===== src/rtl/fifo_rptr_lvl_if.sv =====
// Read-side port bundle of the async FIFO read pointer block.
// The slave modport is the pointer block; the master modport is the read client.
interface fifo_rptr_lvl_if #(
    parameter int ADDR_W = 4
);
    logic              rinc;
    logic [ADDR_W:0]   rq2_wptr;
    logic              clr_uflow;
    logic [ADDR_W:0]   rptr;
    logic [ADDR_W-1:0] raddr;
    logic              ren;
    logic              rempty;
    logic              raempty;
    logic [ADDR_W:0]   rlevel;
    logic              runderflow;

    modport slave (
        input  rinc, rq2_wptr, clr_uflow,
        output rptr, raddr, ren, rempty, raempty, rlevel, runderflow
    );

    modport master (
        output rinc, rq2_wptr, clr_uflow,
        input  rptr, raddr, ren, rempty, raempty, rlevel, runderflow
    );
endinterface


===== src/rtl/fifo_rptr_lvl.sv =====
// Read-domain pointer and status logic for the async FIFO: binary/Gray read pointer,
// RAM read address/enable, empty/almost-empty flags, fill level and sticky underflow.
module fifo_rptr_lvl #(
    parameter int ADDR_W    = 4,
    parameter int AEMPTY_TH = 2
) (
    input  logic           rclk,
    input  logic           rrst_n,
    fifo_rptr_lvl_if.slave rd
);
    localparam int PW    = ADDR_W + 1;
    localparam int DEPTH = 1 << ADDR_W;

    logic [PW-1:0] rbin_q,  rbin_d;
    logic [PW-1:0] rgray_q, rgray_d;
    logic          rempty_q,  rempty_d;
    logic          raempty_q, raempty_d;
    logic [PW-1:0] rlevel_q,  rlevel_d;
    logic          runderflow_q, runderflow_d;
    logic [PW-1:0] wbin;
    logic [PW-1:0] lvl_nxt;
    logic          ren;

    assign ren = rd.rinc & ~rempty_q;

    // Gray-to-binary: each binary bit is the XOR of all Gray bits at and above it.
    always_comb begin
        wbin = '0;
        for (int i = 0; i < PW; i++) begin
            wbin[i] = ^(rd.rq2_wptr >> i);
        end
    end

    always_comb begin
        rbin_d       = rbin_q + {{ADDR_W{1'b0}}, ren};
        rgray_d      = rbin_d ^ (rbin_d >> 1);
        lvl_nxt      = wbin - rbin_d;
        rempty_d     = (rgray_d == rd.rq2_wptr);
        raempty_d    = (lvl_nxt <= PW'(AEMPTY_TH));
        // A level above DEPTH can only come from a corrupted synchronised pointer.
        rlevel_d     = (lvl_nxt > PW'(DEPTH)) ? PW'(DEPTH) : lvl_nxt;
        runderflow_d = (rd.rinc & rempty_q) | (runderflow_q & ~rd.clr_uflow);
    end

    always_ff @(posedge rclk or negedge rrst_n) begin
        if (!rrst_n) begin
            rbin_q       <= '0;
            rgray_q      <= '0;
            rempty_q     <= 1'b1;
            raempty_q    <= 1'b1;
            rlevel_q     <= '0;
            runderflow_q <= 1'b0;
        end else begin
            rbin_q       <= rbin_d;
            rgray_q      <= rgray_d;
            rempty_q     <= rempty_d;
            raempty_q    <= raempty_d;
            rlevel_q     <= rlevel_d;
            runderflow_q <= runderflow_d;
        end
    end

    assign rd.rptr       = rgray_q;
    assign rd.raddr      = rbin_q[ADDR_W-1:0];
    assign rd.ren        = ren;
    assign rd.rempty     = rempty_q;
    assign rd.raempty    = raempty_q;
    assign rd.rlevel     = rlevel_q;
    assign rd.runderflow = runderflow_q;
endmodule


===== src/flat_wrapper.sv =====
// flat-port wrapper written by rule: the top's interface ports become plain ports
module fifo_rptr_lvl_flat 
#(
    parameter int ADDR_W    = 4,
    parameter int AEMPTY_TH = 2
)
  (rclk, rrst_n, rd_rinc, rd_rq2_wptr, rd_clr_uflow, rd_rptr, rd_raddr, rd_ren, rd_rempty, rd_raempty, rd_rlevel, rd_runderflow);
  fifo_rptr_lvl_if #(.ADDR_W(ADDR_W)) rd_i ();
  input  logic rclk;
  input  logic rrst_n;
  input wire logic [$bits(rd_i.rinc)-1:0] rd_rinc;
  input wire logic [$bits(rd_i.rq2_wptr)-1:0] rd_rq2_wptr;
  input wire logic [$bits(rd_i.clr_uflow)-1:0] rd_clr_uflow;
  output wire logic [$bits(rd_i.rptr)-1:0] rd_rptr;
  output wire logic [$bits(rd_i.raddr)-1:0] rd_raddr;
  output wire logic [$bits(rd_i.ren)-1:0] rd_ren;
  output wire logic [$bits(rd_i.rempty)-1:0] rd_rempty;
  output wire logic [$bits(rd_i.raempty)-1:0] rd_raempty;
  output wire logic [$bits(rd_i.rlevel)-1:0] rd_rlevel;
  output wire logic [$bits(rd_i.runderflow)-1:0] rd_runderflow;
  assign rd_i.rinc = rd_rinc;
  assign rd_i.rq2_wptr = rd_rq2_wptr;
  assign rd_i.clr_uflow = rd_clr_uflow;
  assign rd_rptr = rd_i.rptr;
  assign rd_raddr = rd_i.raddr;
  assign rd_ren = rd_i.ren;
  assign rd_rempty = rd_i.rempty;
  assign rd_raempty = rd_i.raempty;
  assign rd_rlevel = rd_i.rlevel;
  assign rd_runderflow = rd_i.runderflow;
  fifo_rptr_lvl #(.ADDR_W(ADDR_W), .AEMPTY_TH(AEMPTY_TH)) u_core (.rclk(rclk), .rrst_n(rrst_n), .rd(rd_i));
endmodule

===== config.mk =====
export PLATFORM = sky130hd
export DESIGN_NAME = fifo_rptr_lvl_flat
export DESIGN_NICKNAME = d
export VERILOG_FILES = /design/src/rtl/fifo_rptr_lvl_if.sv /design/src/rtl/fifo_rptr_lvl.sv /design/src/flat_wrapper.sv
export SDC_FILE = /design/constraint.sdc
export NUM_CORES = 1
export LEC_CHECK = 0
export BUFFER_PORTS_ARGS = -buffer_cell sky130_fd_sc_hd__clkbuf_2
export CAP_MARGIN = 20
export CORE_UTILIZATION = 23
export CTS_CLUSTER_DIAMETER = 50
export DETAILED_ROUTE_END_ITERATION = 8
export PLACE_DENSITY_LB_ADDON = 0.12
export SLEW_MARGIN = 15
export SYNTH_ARGS = -nofsm -noshare
export SYNTH_HDL_FRONTEND = slang
export SYNTH_SLANG_ARGS = --single-unit
export TNS_END_PERCENT = 5

===== constraint.sdc =====
create_clock -name rclk -period 3.3 [get_ports rclk]
set_clock_uncertainty 0.2 [all_clocks]
set_input_delay 0.33 -clock rclk [delete_from_list [all_inputs] [get_ports rclk]]
set_output_delay 0.33 -clock rclk [all_outputs]
set_load 0.05 [all_outputs]

==> reports/metrics.yaml <==
sta:
  finalMaxSlewViolations: 0
  finalSetupViolCount: 0
  relSlewSlack: 0.730
  tns_ns: 0
  period_needed_ns: 2.78
  fmax_mhz: 359
  worst_slew_pin_slew_ns: 0.405
  rsz0062_at_grt: "false"
  finalHoldViolations: 0
  fin_crit_sh: 0.844
logic_synthesis:
  yosys.area.top_type: "dfrtp_1"
  synthesis.area_um2: 886
  synth_edf_count: 0
  synth_flop_cell: "dfrtp_1"
  avgSynthCellArea_um2: 12.5
  synth_seq_cells: 17
  synth.yosys.seq_area_share: 0.483
  synthArstFlopShare: 1.00
  synth_cells: 71
  synth_nets: 88
  yosys-top-cells-count: "15 x dfrtp_1, 13 x xor2_1, 7 x ha_1, 7 x xnor2_1, 6 x inv_1"
  yosysUniqueCellTypes: 19
  synth_area_leaders: "dfrtp_1 42%, xor2_1 13%, ha_1 9.9%"
  ys.warnings.count: 0
  yosysMostFrequentCell: "dfrtp_1"
  synth_top_cell_area_share: 0.424
final_layout:
  finalNetCount: 123
  drive_above_1_share: 0.362
  diodes: 0
  syn_to_final_growth_pct: 30.5
  finalNonFillerCells: 153
worst_setup_path:
  crit_required_ns: 3.27
  crit_type: "input pin to register"
  r2r_end: "u_core.rd.raempty"
  path_common_cell: "xor2_1"
  crit_arrival_ns: 2.76
  cpPeakStageDelay_ns: 0.49
  crit_fanout: 6
  cp-start-kind: "input pin"
  worstSetupEndpointType: "register"
  slowest_stage: "xor3_2"
  ff2ff_setup_slack_ns: 0.57
  crit_family: "XOR/XNOR gates"
  rr_worst_depth: 10
  path_cells: "clkbuf_2 > xor3_2 > xnor2_1 > xor2_1 > ha_1 > fa_1 > nand2b_1 > o21ai_0 > xor2_1 > buf_4 > nor3b_2"
  critPathBufInv: 2
  r2r_start: "u_core.rd.rempty"
hold_path:
  hp-class: "input pin to register"
  hold_start: "rd_clr_uflow"
  holdPathStages: 2
  holdPathEnd: "u_core.rd.runderflow"
global_route:
  grt_pass1_wl_mm: 2.87
  antenna_found_initial: 0
  gr-total-overflow: 0
  grt_max_degree: 18
  grt_pass1_vias: 641
  grt_use_total: 0.0945
placement:
  placed_cells: 148
  io_buffer_count: 26
  gp_congestion: 0.699
  dp_hpwl_mm: 1.41
clocking:
  cts.path.max_buffers: 2
  insertion_delay_ns: 0.24
  cts_tree: "built"
  cts_buffers: 3
  postCtsSetupBuffers: 0
  htree_levels: 1
  clkSlewWorstSetupHoldPaths_ns: 0.06
  clockRootBuffer: "clkbuf_8"
  clock-sinks: 17
die:
  initial_core_util: 0.240
  ios: 27
  core_area_um2: 3690
  chipWidth_um: 64.1
  die-area_um2: 4100
  die_h_um: 64.1
  placementRows: 22
outcome:
  status: "complete, no violations"
drt:
  wirelength_mm: 1.65
  wl_per_cell_um: 10.8
  ant_nets: 0
  drc_errors: 0
  drt_iter0_markers: 4
  vias: 588
  drt_pass1_iterations: 3
  vias_per_cell: 3.84
job:
  drv_cap: 0
[metal layers]
layer	global-route usage	up-vias	wire length, um
met2	0.150	13	791
met3	0.0107	2	44
met5	0	-	0
met1	0.118	279	777
li1	-	294	-
met4	0.0682	0	33
[sequential cells by signal, indices dropped and copies added, names as in the netlist]
name and flops:
u_core.rd.runderflow 1, u_core.rd.rempty 1, u_core.rd.rptr 4, u_core.rd.rlevel 5, u_core.rbin_q 5, u_core.rd.raempty 1
[how the worst max path moves through the flow]
| stage | cells past startpoint | from | to | slack (ns) |
|---|---|---|---|---|
| global route | 11 | rd_rq2_wptr[4] | u_core.rd.raempty | 0.32 |
| CTS | 11 | rd_rq2_wptr[4] | u_core.rd.raempty | 0.50 |
| global placement | 11 | rd_rq2_wptr[4] | u_core.rd.rlevel[2] | 0.26 |
| detailed placement | 11 | rd_rq2_wptr[4] | u_core.rd.raempty | 0.24 |
| floorplan | 10 | u_core.rd.rempty | u_core.rd.raempty | 0.21 |
| finish | 11 | rd_rq2_wptr[4] | u_core.rd.raempty | 0.52 |
[placed cells by master (no fill, tap or decap)]
| master | synthesis | layout |
|---|---|---|
| a21oi_1 | 1 | 1 |
| nor2b_2 | 0 | 1 |
| xnor2_1 | 7 | 7 |
| ha_1 | 7 | 7 |
| clkbuf_1 | 0 | 1 |
| dfstp_2 | 2 | 2 |
| nor2b_1 | 2 | 1 |
| nor3_1 | 1 | 1 |
| fa_1 | 1 | 1 |
| nor2_1 | 4 | 4 |
| xor3_2 | 1 | 1 |
| nor3b_2 | 1 | 1 |
| a221oi_2 | 1 | 1 |
| xor2_1 | 13 | 13 |
| inv_1 | 6 | 6 |
| xnor3_1 | 1 | 1 |
| buf_4 | 0 | 3 |
| dfrtp_1 | 15 | 15 |
| dlygate4sd3_1 | 0 | 1 |
| o21ai_0 | 3 | 3 |
| nand2b_1 | 1 | 1 |
| nand3_1 | 3 | 3 |
| nand2_1 | 1 | 1 |
| clkbuf_8 | 0 | 3 |
| clkbuf_2 | 0 | 26 |
[cell type report]
| cell class | count | area, um2 |
|---|---|---|
| fill | 397 | 2530 |
| multi-input combinational | 48 | 438 |
| sequential | 17 | 428 |
| timing repair buffer | 30 | 163 |
| tap | 48 | 60.1 |
| clock buffer | 4 | 45.0 |
| inverter | 6 | 22.5 |
[metrics by stage]
stage                      util  cell area (um2)  hold slack (ns)  worst slack [ns]
final                     0.313             1160           0.0765             0.515
after global routing      0.313             1160            0.109             0.322
after CTS                 0.313             1160           0.0768             0.497
after detailed placement  0.299             1100           0.0869             0.243
after global placement    0.299             1100           0.0879             0.259
after floorplan               -              888           -0.166             0.214
[logic make-up after synthesis]
family | count (synthesis) | synth area share
AO/OA/AOI/OAI | 5 | 0.0395
adder cells (fa/ha/maj) | 8 | 0.121
flip-flops | 17 | 0.483
buffers and inverters | 6 | 0.0254
XOR/XNOR | 22 | 0.251
AND/OR/NAND/NOR | 13 | 0.0791
[repair_timing]
action / CTS / global route
endpoints found under the hold margin: 15 / 0
hold buffers: 1 / 0
gates resized for setup: 0 / 0
endpoints found under the setup margin: 0 / 0
Power is left out: the tool's default activity adds up to more than one toggle a clock period on the data nets, which glitch-free logic cannot reach.
